### config.mk
export PLATFORM = sky130hd
export DESIGN_NAME = mux4_1_seq_ctrl_flat
export DESIGN_NICKNAME = d
export VERILOG_FILES = /design/src/rtl/mux4_1_seq_ctrl_if.sv /design/src/rtl/mux4_1_seq_ctrl.sv /design/src/flat_wrapper.sv
export SDC_FILE = /design/constraint.sdc
export NUM_CORES = 1
export LEC_CHECK = 0
export ABC_AREA = 1
export CORE_UTILIZATION = 49
export DETAILED_ROUTE_END_ITERATION = 16
export PLACE_DENSITY = 0.78
export SYNTH_ARGS = -nofsm -noshare
export SYNTH_HDL_FRONTEND = slang
export SYNTH_SLANG_ARGS = --single-unit
### constraint.sdc
create_clock -name clk -period 1.6 [get_ports clk]
set_input_delay 0.16 -clock clk [delete_from_list [all_inputs] [get_ports clk]]
set_output_delay 0.16 -clock clk [all_outputs]
set_load 0.01 [all_outputs]
### src/rtl/mux4_1_seq_ctrl_if.sv
// rtl/mux4_1_seq_ctrl_if.sv - upstream/downstream handshake bundle of the mux4_1 lane sequencer
interface mux4_1_seq_ctrl_if;
  logic       in_valid;
  logic       in_ready;
  logic [1:0] select;
  logic       out_valid;
  logic       out_ready;
  logic       last;
  logic       data_valid;

  modport master (
    input  in_valid, out_ready,
    output in_ready, select, out_valid, last, data_valid
  );

  modport slave (
    output in_valid, out_ready,
    input  in_ready, select, out_valid, last, data_valid
  );
endinterface

### src/rtl/mux4_1_seq_ctrl.sv
// rtl/mux4_1_seq_ctrl.sv - drives mux4_1 select to serialize masked lanes of each bundle for N rounds
module mux4_1_seq_ctrl #(
  parameter int ROUND_W = 8
) (
  input  logic               clk,
  input  logic               rst_n,
  input  logic               start,
  input  logic [ROUND_W-1:0] num_rounds,
  input  logic [3:0]         lane_mask,
  mux4_1_seq_ctrl_if.master  bus,
  output logic               busy,
  output logic               done
);
  typedef enum logic [1:0] {IDLE, WAIT_IN, EMIT, DONE} state_e;

  state_e             state_q, state_d;
  logic [1:0]         select_q, select_d;
  logic [ROUND_W-1:0] round_cnt_q, round_cnt_d;
  logic [ROUND_W-1:0] num_q, num_d;
  logic [3:0]         mask_q, mask_d;
  logic               data_valid_q, data_valid_d;

  logic [1:0]         low_sel;
  logic [1:0]         next_sel;
  logic               higher;
  logic               final_round;

  // Lowest set lane, and the nearest set lane strictly above the current select.
  always_comb begin
    low_sel  = 2'd0;
    next_sel = select_q;
    higher   = 1'b0;
    for (int i = 3; i >= 0; i--) begin
      if (mask_q[i]) low_sel = 2'(i);
    end
    for (int i = 3; i >= 0; i--) begin
      if (mask_q[i] && (i > int'(select_q))) begin
        next_sel = 2'(i);
        higher   = 1'b1;
      end
    end
  end

  assign final_round = (round_cnt_q == (num_q - ROUND_W'(1)));

  always_comb begin
    state_d      = state_q;
    select_d     = select_q;
    round_cnt_d  = round_cnt_q;
    num_d        = num_q;
    mask_d       = mask_q;
    data_valid_d = (state_q == EMIT) && bus.out_ready;
    case (state_q)
      IDLE: begin
        if (start) begin
          if ((num_rounds != '0) && (lane_mask != 4'd0)) begin
            num_d       = num_rounds;
            mask_d      = lane_mask;
            round_cnt_d = '0;
            state_d     = WAIT_IN;
          end else begin
            state_d = DONE;
          end
        end
      end
      WAIT_IN: begin
        if (bus.in_valid) begin
          select_d = low_sel;
          state_d  = EMIT;
        end
      end
      EMIT: begin
        if (bus.out_ready) begin
          if (higher) begin
            select_d = next_sel;
          end else if (final_round) begin
            state_d = DONE;
          end else begin
            // Compared before incrementing, so the counter never wraps.
            round_cnt_d = round_cnt_q + ROUND_W'(1);
            state_d     = WAIT_IN;
          end
        end
      end
      DONE: begin
        state_d = IDLE;
      end
      default: begin
        state_d = IDLE;
      end
    endcase
  end

  always_ff @(posedge clk or negedge rst_n) begin
    if (!rst_n) begin
      state_q      <= IDLE;
      select_q     <= 2'd0;
      round_cnt_q  <= '0;
      num_q        <= '0;
      mask_q       <= 4'd0;
      data_valid_q <= 1'b0;
    end else begin
      state_q      <= state_d;
      select_q     <= select_d;
      round_cnt_q  <= round_cnt_d;
      num_q        <= num_d;
      mask_q       <= mask_d;
      data_valid_q <= data_valid_d;
    end
  end

  // Handshake outputs decode only registered state: no path from in_valid/out_ready.
  assign bus.in_ready   = (state_q == WAIT_IN);
  assign bus.out_valid  = (state_q == EMIT);
  assign bus.select     = select_q;
  assign bus.last       = (state_q == EMIT) && final_round && !higher;
  assign bus.data_valid = data_valid_q;
  assign busy           = (state_q != IDLE);
  assign done           = (state_q == DONE);
endmodule

### src/flat_wrapper.sv
// flat-port wrapper written by rule: the top's interface ports become plain ports
module mux4_1_seq_ctrl_flat 
#(
  parameter int ROUND_W = 8
)
  (clk, rst_n, start, num_rounds, lane_mask, busy, done, bus_in_valid, bus_out_ready, bus_in_ready, bus_select, bus_out_valid, bus_last, bus_data_valid);
  mux4_1_seq_ctrl_if bus_i ();
  input  logic clk;
  input  logic rst_n;
  input  logic start;
  input  logic [ROUND_W-1:0] num_rounds;
  input  logic [3:0] lane_mask;
  output logic busy;
  output logic done;
  input wire logic [$bits(bus_i.in_valid)-1:0] bus_in_valid;
  input wire logic [$bits(bus_i.out_ready)-1:0] bus_out_ready;
  output wire logic [$bits(bus_i.in_ready)-1:0] bus_in_ready;
  output wire logic [$bits(bus_i.select)-1:0] bus_select;
  output wire logic [$bits(bus_i.out_valid)-1:0] bus_out_valid;
  output wire logic [$bits(bus_i.last)-1:0] bus_last;
  output wire logic [$bits(bus_i.data_valid)-1:0] bus_data_valid;
  assign bus_i.in_valid = bus_in_valid;
  assign bus_i.out_ready = bus_out_ready;
  assign bus_in_ready = bus_i.in_ready;
  assign bus_select = bus_i.select;
  assign bus_out_valid = bus_i.out_valid;
  assign bus_last = bus_i.last;
  assign bus_data_valid = bus_i.data_valid;
  mux4_1_seq_ctrl #(.ROUND_W(ROUND_W)) u_core (.clk(clk), .rst_n(rst_n), .start(start), .num_rounds(num_rounds), .lane_mask(lane_mask), .bus(bus_i), .busy(busy), .done(done));
endmodule
==> key figures, run 1 <==
Synth
  • Syn. warnings: 0
  • Post-Synthesis Cells: 251
  • Yosys cell types: 25
  • #FFs+latches synth: 25
  • Mapped Nets: 275
  • Synth area leaders: dfrtp_1 (36%), nand2_1 (19%), nand3_1 (7.0%)
  • Yosys top cell by area: dfrtp_1
  • Avg Cell Area, Syn: 6.83 µm²
  • Syn Std Cell Area: 1720 µm²
  • Yosys top cell area share: 0.365
  • Seq/Total Area, Yosys: 0.365

Placed design
  • Pre-CTS WS: -0.568 ns
  • Placed instance area: 2430 µm²
  • Hpwl dp: 3.29 mm
  • Routability cong.: 0.809
  • Port Buffers: 24

Clocking
  • Sink Count: 25
  • CTS Hold Bufs: 0
  • Root Buffer Master: clkbuf_4
  • Clock buffer depth: 2
  • CTS Buf Count: 3
  • Worst-path clk slew: 0.16 ns
  • Htree depth: 1
  • CTS tree: yes
  • Worst-Skew Late Latency: 0.35 ns

STA
  • Final setup margin: -0.775 ns
  • Max-slew headroom: 0.771
  • RSZ-0062 raised after global routing: yes
  • FMAX: 421 MHz
  • Final setup vio count: 19
  • Fin Setup TNS: -7.58 ns
  • Fin. max-slew vios: 0
  • Period minus WS final: 2.38 ns
  • Clk_skew: 0.0118 ns
  • Final hold vios: 0
  • Worst-Margin Slew: 0.343 ns
  • Final Cycle Share: 1.48

Pwr
  • Switching power: 2.72 mW
  • Worst vdd ir: 1.56 mV
  • Pwr dens: 1940 nW/µm²
  • Int Power: 2.81 mW
  • Switching share of power: 0.492
  • Clk pwr share: 0.059
  • Sequential Power Share: 0.198
  • Comb power frac: 0.743
  • Leak: 1.42 nW

Floorplan
  • Initial Util: 0.514
  • Die ar.: 3740 µm²
  • Row cnt: 21
  • I/O pin count: 25
  • Chip width: 61.2 µm
  • Core ar.: 3340 µm²
  • Die Span Y: 61.2 µm

Setup path
  • Worst path max stage delay: 0.46 ns
  • Setup crit end kind: flop
  • Slowest-stage cell, CP: dfrtp_1
  • Arrival @ worst endpoint: 2.67 ns
  • R2R setup slack: -0.78 ns
  • Reg2Reg Depth: 17
  • CP max FO: 8
  • Required time of the critical path: 1.89 ns
  • CP Class: flop to flop
  • Reg2reg end: u_core.round_cnt_q[4]$_DFFE_PN0P_
  • Worst setup SP type: flop
  • Worst R2R Start: u_core.num_q[1]$_DFFE_PN0P_
  • CP cell instances: inv_2 -> ha_4 -> inv_4 -> nand2_4 -> nand2_4 -> nor2_4 -> inv_2 -> nor2_4 -> nand3_2 -> nor2_4 -> nand2_4 -> buf_4 -> buf_6 -> buf_8 -> nand2_8 -> nand2_2 -> nand2_1

Global route
  • Antenna violations before repair: 0
  • Largest net degree at the start of global routing: 26
  • First-pass GRT wire length: 8.54 mm
  • Overflow left after global routing: 0
  • GRT Total Usage: 0.315
  • Vias in the first global route: 1978

Route
  • Via count: 2372
  • Wire per inst: 20.2 µm
  • # DRC: 0
  • Drt via density: 6.10
  • Initial DRC Count: 387
  • Routed Antenna Nets: 0
  • DR pass1 iterations: 5
  • Routed Wire Length: 7.85 mm

Hold path
  • HP Class: primary input to asynchronous set/reset pin

Layout
  • Area Growth Syn to Fin: 65.9%
  • Share of layout cells above drive strength 1: 0.382
  • Layout Nets: 368
  • Final Util: 0.853
  • Final Cell Area: 2850 µm²
  • Antenna cells: 0

Outcome
  • Status: complete, but fails checks
  • Failing checks: setup timing

Flow run
  • Max-Cap Viols: 0
==> sequential cells by signal, indices dropped and copies added, names as in the netlist <==
signal / cells
u_core.num_q: 8
u_core.round_cnt_q: 8
u_core.mask_q: 4
u_core.bus.select: 2
u_core.state_q: 2
u_core.bus.data_valid: 1
==> cell type report <==
cell class                      instances  area [µm²]
Clock inverter                          1        5.00
Multi-Input combinational cell        192        1180
Timing Repair Buffer                   91         835
Tap cell                               46        57.6
Sequential cell                        25         626
Clock buffer                            3        22.5
Inverter                               31         124
Fill cell                             172         490
==> cell usage after synthesis <==
| library cell | instances |
|---|---|
| nand2_2 | 1 |
| nor3b_1 | 3 |
| o41ai_1 | 1 |
| nor4_1 | 2 |
| dfrtp_1 | 25 |
| nand3_1 | 24 |
| o21ai_0 | 17 |
| xor2_1 | 3 |
| a21oi_1 | 1 |
| o21ai_2 | 1 |
| o22ai_1 | 1 |
| nand3b_1 | 4 |
| a21oi_4 | 1 |
| inv_1 | 30 |
| xnor2_1 | 3 |
| buf_2 | 1 |
| nor2_1 | 29 |
| clkbuf_1 | 2 |
| o32ai_1 | 1 |
| nand2_1 | 86 |
| inv_2 | 1 |
| nand2_4 | 2 |
| ha_1 | 7 |
| nor2_2 | 4 |
| mux2_2 | 1 |
==> routing by layer <==
layer  share of wire  wire length [µm]  vias to the layer above  track usage
li1                -                 -                      981            -
met1            0.33              2570                     1090        0.342
met2            0.48              3780                      210        0.565
met3           0.096               754                       91       0.0378
met4           0.096               755                        0        0.227
met5               0                 0                        -            0
==> kinds of logic after synthesis <==
logic type | share of synthesized area
adder cells (fa/ha/maj) | 0.0511
buffers and inverters | 0.0751
multiplexers | 0.00656
flip-flops | 0.365
XOR/XNOR | 0.0306
AO/OA/AOI/OAI | 0.0810
AND/OR/NAND/NOR | 0.391
==> how the worst max path moves through the flow <==
stage	startpoint	end	slack, ns	cells past startpoint
3_5_place_dp	u_core.num_q[1]$_DFFE_PN0P_	bus_last	-0.57	11
4_1_cts	u_core.num_q[1]$_DFFE_PN0P_	bus_last	-0.48	13
2_1_floorplan	u_core.state_q[0]$_DFFE_PN0P_	bus_last	-0.05	11
6_report	u_core.num_q[1]$_DFFE_PN0P_	u_core.round_cnt_q[4]$_DFFE_PN0P_	-0.78	17
5_1_grt	u_core.num_q[1]$_DFFE_PN0P_	u_core.round_cnt_q[4]$_DFFE_PN0P_	-0.91	16
3_3_place_gp	u_core.num_q[1]$_DFFE_PN0P_	bus_last	-0.51	13
==> stage by stage <==
stage | hold slack, ns | cells | power, mW
4_1_cts | 0.169 | 383 | 4.52
5_1_grt | 0.201 | 389 | 5.83
2_1_floorplan | -0.136 | 251 | 2.55
3_3_place_gp | 0.531 | 368 | 3.76
3_5_place_dp | 0.545 | 368 | 3.84
6_report | 0.151 | 389 | 5.52
==> critical path: cells and delay by family (launching register included) <==
| family | cells | cell delay, ns |
|---|---|---|
| and+or+nand+nor | 10 | 0.99 |
| buffers and inverters | 6 | 0.57 |
| DFF | 1 | 0.46 |
| adders and majority gates | 1 | 0.28 |
==> power by group through the flow <==
stage	sequential, mW	combinational, mW	clock, mW
after floorplan	1.06	1.49	0
after global placement	1.04	2.72	0
after detailed placement	1.05	2.79	0
after CTS	1.03	3.17	0.311
after global routing	1.10	4.40	0.331
final	1.09	4.11	0.324
==> what timing repair did <==
action | in CTS | in global routing
buffers inserted | 13 | 9
cloned | 1 | 0
endpoints found under the setup margin | 29 | 27
resized for setup | 50 | 47
pin swaps | 7 | 13
==> layout by cell type (no fill, tap or decap), types with 3 or more instances in the layout <==
cell	instances
nand3_1	19
nor2_4	6
inv_2	6
nand3_2	4
o21ai_1	3
dfrtp_1	25
nor2_2	7
buf_4	54
inv_4	3
ha_4	4
nand2_1	72
nand2_2	12
nand3b_1	4
inv_1	22
clkbuf_4	3
nand2_4	4
xnor2_1	3
nor2_1	20
ha_1	3
buf_6	13
clkdlybuf4s50_1	17
xor2_1	3
o21ai_0	13
Power figures use the tool's default switching activity.
==> run 2, diff against run 1 <==
PLACE_DENSITY = not set   (was 0.78)
PLACE_DENSITY_LB_ADDON = 0.2   (was not set)
==> run 2 against run 1 <==
Against the previous run: the flow still finishes with violations (setup timing); sequential share of layout area shrank 0.99 points; first-iteration DRC count grew 35%; highest routed layer unchanged; critical path depth is the same; cell area grew 4.7%; critical path type unchanged; die area is the same.
==> key figures, run 2 (synthesis results as in run 1) <==
Outcome
  • Status: complete, but fails checks (unchanged)
  • Failing checks: setup timing (unchanged)

Clocking
  • Worst-path clk slew: 0.15 ns (was 0.16 ns)
  • Htree depth: 1 (unchanged)
  • CTS Hold Bufs: 0 (unchanged)
  • Root Buffer Master: clkbuf_4 (unchanged)
  • CTS Buf Count: 3 (unchanged)
  • Worst-Skew Late Latency: 0.37 ns (was 0.35 ns)
  • Clock buffer depth: 2 (unchanged)
  • Sink Count: 25 (unchanged)
  • CTS tree: yes (unchanged)

Placed design
  • Placed instance area: 2420 µm² (was 2430 µm²)
  • Port Buffers: 24 (unchanged)
  • Hpwl dp: 3.20 mm (was 3.29 mm)
  • Pre-CTS WS: -0.555 ns (was -0.568 ns)
  • # placed instances: 368 (unchanged)
  • Routability cong.: 0.801 (was 0.809)

Floorplan
  • Row cnt: 21 (unchanged)
  • Die ar.: 3740 µm² (unchanged)
  • Die Span Y: 61.2 µm (unchanged)
  • Initial Util: 0.514 (unchanged)
  • I/O pin count: 25 (unchanged)
  • Chip width: 61.2 µm (unchanged)
  • Core ar.: 3340 µm² (unchanged)

Route
  • Via count: 2532 (was 2372)
  • Initial DRC Count: 522 (was 387)
  • # DRC: 0 (unchanged)
  • Drt via density: 6.43 (was 6.10)
  • Wire per inst: 22.1 µm (was 20.2 µm)
  • Routed Antenna Nets: 0 (unchanged)
  • DR pass1 iterations: 8 (was 5)
  • Routed Wire Length: 8.69 mm (was 7.85 mm)

Layout
  • Most frequent cells in the layout: nand2_1 (62), buf_4 (53), dfrtp_1 (25), inv_1 (24), nor2_1 (21) (was nand2_1 (72), buf_4 (54), dfrtp_1 (25), inv_1 (22), nor2_1 (20))
  • Commonest non-fill, non-tap cell in the layout: nand2_1 (unchanged)
  • Biggest regs: u_core.num_q x8, u_core.round_cnt_q x8, u_core.mask_q x4 (unchanged)
  • Area Growth Syn to Fin: 73.7% (was 65.9%)
  • Layout Nets: 373 (was 368)
  • Antenna cells: 0 (unchanged)
  • Share of layout cells above drive strength 1: 0.425 (was 0.382)
  • Final std cells w/o fill: 394 (was 389)
  • Final Cell Area: 2980 µm² (was 2850 µm²)

Pwr
  • Comb power frac: 0.758 (was 0.743)
  • Pwr dens: 1990 nW/µm² (was 1940 nW/µm²)
  • Switching power: 2.94 mW (was 2.72 mW)
  • Sequential Power Share: 0.186 (was 0.198)
  • Pwr Total: 5.93 mW (was 5.52 mW)
  • Leak: 1.47 nW (was 1.42 nW)
  • Int Power: 2.99 mW (was 2.81 mW)
  • Clk pwr share: 0.057 (was 0.059)
  • Switching share of power: 0.495 (was 0.492)
  • Worst vdd ir: 1.42 mV (was 1.56 mV)

STA
  • Worst-Margin Slew: 0.357 ns (was 0.343 ns)
  • Clk_skew: 0.00384 ns (was 0.0118 ns)
  • RSZ-0062 raised after global routing: yes (unchanged)
  • Fin. max-slew vios: 0 (unchanged)
  • Final setup margin: -0.940 ns (was -0.775 ns)
  • Period minus WS final: 2.54 ns (was 2.38 ns)
  • Final hold vios: 0 (unchanged)
  • Final Cycle Share: 1.59 (was 1.48)
  • FMAX: 394 MHz (was 421 MHz)
  • Final setup vio count: 29 (was 19)
  • Max-slew headroom: 0.760 (was 0.771)

Setup path
  • Reg2reg end: u_core.round_cnt_q[6]$_DFFE_PN0P_ (was u_core.round_cnt_q[4]$_DFFE_PN0P_)
  • Reg2Reg Depth: 17 (unchanged)
  • Arrival @ worst endpoint: 2.84 ns (was 2.67 ns)
  • R2R setup slack: -0.94 ns (was -0.78 ns)
  • Worst R2R Start: u_core.num_q[0]$_DFFE_PN0P_ (was u_core.num_q[1]$_DFFE_PN0P_)
  • Worst setup SP type: flop (unchanged)
  • CP Class: flop to flop (unchanged)
  • Setup crit end kind: flop (unchanged)
  • Required time of the critical path: 1.90 ns (was 1.89 ns)
  • CP max FO: 8 (unchanged)

Global route
  • First-pass GRT wire length: 8.00 mm (was 8.54 mm)
  • GRT Total Usage: 0.294 (was 0.315)
  • Largest net degree at the start of global routing: 26 (unchanged)
  • Antenna violations before repair: 0 (unchanged)
  • Vias in the first global route: 1873 (was 1978)
  • Overflow left after global routing: 0 (unchanged)

Hold path
  • HP Class: primary input to asynchronous set/reset pin (unchanged)

Flow run
  • Max-Cap Viols: 0 (unchanged)
run 2: worst max-delay path by stage:
stage                                  start                                end  slack (ns)  cells past startpoint
6_report         u_core.num_q[0]$_DFFE_PN0P_  u_core.round_cnt_q[6]$_DFFE_PN0P_       -0.94                     17
5_1_grt          u_core.num_q[0]$_DFFE_PN0P_  u_core.round_cnt_q[6]$_DFFE_PN0P_        -1.0                     17
4_1_cts          u_core.num_q[1]$_DFFE_PN0P_                           bus_last       -0.47                     13
3_5_place_dp     u_core.num_q[1]$_DFFE_PN0P_                           bus_last       -0.55                     13
3_3_place_gp     u_core.num_q[1]$_DFFE_PN0P_                           bus_last       -0.50                     13
2_1_floorplan  u_core.state_q[0]$_DFFE_PN0P_                           bus_last       -0.05                     11
run 2: final cells by class:
type,count,area (µm²)
clock buffer,4,26.3
fill,137,357
inverter,31,124
multi-input combinational,192,1240
sequential,25,626
tap,46,57.6
timing repair buffer,96,908
run 2: metrics by stage:
step	setup TNS, ns	utilization	hold slack, ns
floorplan	-0.149	-	-0.136
CTS	-3.72	0.786	0.193
global route	-11.27	0.893	0.178
global placement	-3.40	0.724	0.533
detailed placement	-4.03	0.724	0.538
finish	-10.14	0.893	0.145
run 2: timing repair:
action                                  4_1_cts  5_1_grt
gates cloned                                  1        3
resized for setup                            53       73
setup buffers                                 7       15
pin swaps                                     7       19
endpoints found under the setup margin       29       28
run 2: power groups by stage:
stage / clock, mW / sequential (mW) / combinational, mW
final: 0.335 / 1.10 / 4.49
after global routing: 0.346 / 1.11 / 4.67
after CTS: 0.300 / 1.04 / 3.07
after detailed placement: 0 / 1.05 / 2.71
after global placement: 0 / 1.05 / 2.66
after floorplan: 0 / 1.06 / 1.49
run 2: worst max-delay path: stages, from the launching register on:
cell and delay [ns]:
dfrtp_1 0.44, inv_2 0.08, ha_4 0.27, inv_2 0.03, nand2_1 0.10, nand2_1 0.11
nor2_2 0.20, inv_1 0.09, nor2_1 0.10, nand3_1 0.10, nor2_2 0.14, nand2_4 0.07
buf_4 0.14, buf_6 0.13, buf_8 0.14, nand2_8 0.11, nand2_2 0.10, nand2_1 0.12
run 2: per-layer routing:
| layer | wire (µm) | global-route usage | share of wire |
|---|---|---|---|
| met5 | 0 | 0 | 0 |
| met1 | 2790 | 0.338 | 0.32 |
| met2 | 3850 | 0.536 | 0.44 |
| met4 | 932 | 0.140 | 0.11 |
| met3 | 1120 | 0.0378 | 0.13 |
==> run 3, diff against run 2 <==
TNS_END_PERCENT = 30   (was not set)
==> run 3 against run 2 <==
Against the previous run: the flow still finishes with violations (setup timing); core utilization decreased by 6.9 points; sequential share of layout area is 1.8 points higher; non-clock buffer count is 8 lower; setup slack improved by 0.37 ns; wire length down 28%; critical path type is now flop to output pin.
==> key figures, run 3 (synthesis results as in run 1) <==
Outcome
  • Status: complete, but fails checks (unchanged)
  • Failing checks: setup timing (unchanged)

STA
  • Final Cycle Share: 1.36 (was 1.59)
  • Worst hold margin: 0.160 ns (was 0.145 ns)
  • Fin. max-slew vios: 0 (unchanged)
  • Max-slew headroom: 0.727 (was 0.760)
  • FMAX: 461 MHz (was 394 MHz)
  • Final setup margin: -0.570 ns (was -0.940 ns)
  • Clk_skew: 0.00538 ns (was 0.00384 ns)
  • Worst-Margin Slew: 0.405 ns (was 0.357 ns)
  • RSZ-0062 raised after global routing: yes (unchanged)
  • Final hold vios: 0 (unchanged)
  • Period minus WS final: 2.17 ns (was 2.54 ns)
  • Final setup vio count: 15 (was 29)

Setup path
  • Required time of the critical path: 1.44 ns (was 1.90 ns)
  • Worst setup SP type: flop (unchanged)
  • Reg2reg end: u_core.round_cnt_q[1]$_DFFE_PN0P_ (was u_core.round_cnt_q[6]$_DFFE_PN0P_)
  • Slowest-stage cell, CP: dfrtp_1 (unchanged)
  • Arrival @ worst endpoint: 2.01 ns (was 2.84 ns)
  • Critical path depth: 13 (was 17)
  • CP cell instances: inv_2 -> ha_4 -> inv_2 -> nand2_1 -> nand2_1 -> nor2_2 -> inv_1 -> nor2_2 -> nand3_2 -> nor2_4 -> nand2_4 -> nor2_4 -> buf_6 (was inv_2 -> ha_4 -> inv_2 -> nand2_1 -> nand2_1 -> nor2_2 -> inv_1 -> nor2_1 -> nand3_1 -> nor2_2 -> nand2_4 -> buf_4 -> buf_6 -> buf_8 -> nand2_8 -> nand2_2 -> nand2_1)
  • End of the critical path: bus_last (was u_core.round_cnt_q[6]$_DFFE_PN0P_)
  • Worst R2R Start: u_core.num_q[0]$_DFFE_PN0P_ (unchanged)
  • CP max FO: 2 (was 8)
  • Worst path top cell family by delay: simple AND/OR/NAND/NOR gates (unchanged)
  • Worst path max stage delay: 0.40 ns (was 0.44 ns)
  • CP startpoint: u_core.num_q[0]$_DFFE_PN0P_ (unchanged)
  • CP Class: flop to output pin (was flop to flop)
  • Setup crit end kind: output pin (was flop)
  • R2R setup slack: -0.55 ns (was -0.94 ns)
  • Bufs and invs on worst path: 4 (was 6)
  • Reg2Reg Depth: 17 (unchanged)

Global route
  • First-pass GRT wire length: 8.25 mm (was 8.00 mm)
  • Antenna violations before repair: 0 (unchanged)
  • GRT Total Usage: 0.306 (was 0.294)
  • Overflow left after global routing: 0 (unchanged)
  • Vias in the first global route: 1979 (was 1873)
  • Largest net degree at the start of global routing: 26 (unchanged)

Layout
  • Final std cells w/o fill: 386 (was 394)
  • Register area: 626 µm² (unchanged)
  • Area Growth Syn to Fin: 60.3% (was 73.7%)
  • Commonest non-fill, non-tap cell in the layout: nand2_1 (unchanged)
  • Fillers: 202 (was 137)
  • Layout Nets: 365 (was 373)
  • Most frequent cells in the layout: nand2_1 (73), buf_4 (56), inv_1 (25), dfrtp_1 (25), nor2_1 (21) (was nand2_1 (62), buf_4 (53), dfrtp_1 (25), inv_1 (24), nor2_1 (21))
  • Antenna cells: 0 (unchanged)
  • Share of layout cells above drive strength 1: 0.353 (was 0.425)
  • Multi-input combinational cell area: 1150 µm² (was 1240 µm²)
  • Biggest regs: u_core.num_q x8, u_core.round_cnt_q x8, u_core.mask_q x4 (unchanged)

Pwr
  • Pwr dens: 1800 nW/µm² (was 1990 nW/µm²)
  • Leak: 1.37 nW (was 1.47 nW)
  • Worst vdd ir: 1.35 mV (was 1.42 mV)
  • Pwr Total: 4.94 mW (was 5.93 mW)

Flow run
  • Max-Cap Viols: 0 (unchanged)

Placed design
  • # placed instances: 370 (was 368)
  • Port Buffers: 24 (unchanged)
  • Hpwl dp: 3.20 mm (about the same)
  • Routability cong.: 0.805 (was 0.801)

Clocking
  • Htree depth: 1 (unchanged)
  • Clock buffer depth: 2 (unchanged)
  • CTS Buf Count: 3 (unchanged)
  • Root Buffer Master: clkbuf_4 (unchanged)
  • Sink Count: 25 (unchanged)
  • Worst-Skew Late Latency: 0.34 ns (was 0.37 ns)
  • CTS tree: yes (unchanged)
  • Worst-path clk slew: 0.15 ns (about the same)

Route
  • Routed Antenna Nets: 0 (unchanged)
  • Initial DRC Count: 182 (was 522)
  • # DRC: 0 (unchanged)
  • Drt via density: 5.54 (was 6.43)
  • DR pass1 iterations: 7 (was 8)
  • Wire per inst: 16.1 µm (was 22.1 µm)
  • Routed Wire Length: 6.23 mm (was 8.69 mm)
  • Via count: 2137 (was 2532)

Floorplan
  • Die ar.: 3740 µm² (unchanged)
  • Initial Util: 0.514 (unchanged)
  • Chip width: 61.2 µm (unchanged)
  • Core ar.: 3340 µm² (unchanged)
  • Die Span Y: 61.2 µm (unchanged)
  • Row cnt: 21 (unchanged)
  • I/O pin count: 25 (unchanged)

Hold path
  • HP Class: primary input to asynchronous set/reset pin (unchanged)
-- run 3: cell count changes in the layout (fill, tap and decap cells not counted), sizes merged --
cell,change
clkbuf,-3
dlygate4sd2,+1
clkinv,+1
buf,-7
-- run 3: layer usage --
metal / share of wire / GRT usage / wire (µm) / vias to the layer above
li1: - / - / - / 979
met1: 0.36 / 0.313 / 2220 / 1012
met2: 0.52 / 0.585 / 3270 / 103
met3: 0.053 / 0.0399 / 331 / 43
met4: 0.066 / 0.182 / 412 / 0
met5: 0 / 0 / 0 / -
-- run 3: final cells by class --
class | count | share of cell area
flip-flops and latches | 25 | 0.227
multi-input cells | 192 | 0.418
well taps | 46 | 0.0209
repair buffers | 88 | 0.279
clock buffers | 3 | 0.00819
clock inverters | 1 | 0.00182
inverters | 31 | 0.0441
-- run 3: worst min-delay path by stage --
stage          cells past startpoint                              from  slack [ns]                           endpoint
4_1_cts                            2                             rst_n        0.19  u_core.round_cnt_q[5]$_DFFE_PN0P_
5_1_grt                            2                             rst_n        0.20  u_core.round_cnt_q[3]$_DFFE_PN0P_
3_3_place_gp                       2      u_core.mask_q[0]$_DFFE_PN0P_        0.54       u_core.mask_q[0]$_DFFE_PN0P_
2_1_floorplan                      0                             rst_n       -0.14    u_core.bus.data_valid$_DFF_PN0_
6_report                           2                             rst_n        0.16  u_core.round_cnt_q[5]$_DFFE_PN0P_
3_5_place_dp                       2  u_core.bus.select[0]$_DFFE_PN0P_        0.55   u_core.bus.select[0]$_DFFE_PN0P_
-- run 3: repair_timing --
item | 4_1_cts | 5_1_grt
pin swaps | 8 | 8
hold buffers | 0 | 0
buffers inserted | 10 | 2
gates resized for setup | 43 | 36
endpoints found under the setup margin | 29 | 26
gates cloned | 1 | 0
-- run 3: worst reg2reg max path: cells and delay by family, from the launching register on --
kind	cells	cell delay [ns]
flip-flops	1	0.40
buffers and inverters	6	0.55
AND/OR/NAND/NOR	10	0.90
adder cells (fa/ha/maj)	1	0.26
-- run 3: per-stage QoR --
step	setup TNS [ns]	area, µm²	util	setup WS [ns]
2_1_floorplan	-0.150	1750	-	-0.0487
3_3_place_gp	-3.35	2430	0.729	-0.505
6_report	-5.48	2750	0.824	-0.570
4_1_cts	-3.77	2640	0.792	-0.440
3_5_place_dp	-4.52	2430	0.729	-0.583
5_1_grt	-7.27	2750	0.824	-0.733
-- run 3: where the power goes --
| part | internal, mW | switching (mW) |
|---|---|---|
| sequential | 0.858 | 0.206 |
| clock | 0.0944 | 0.217 |
| combinational | 1.62 | 1.94 |
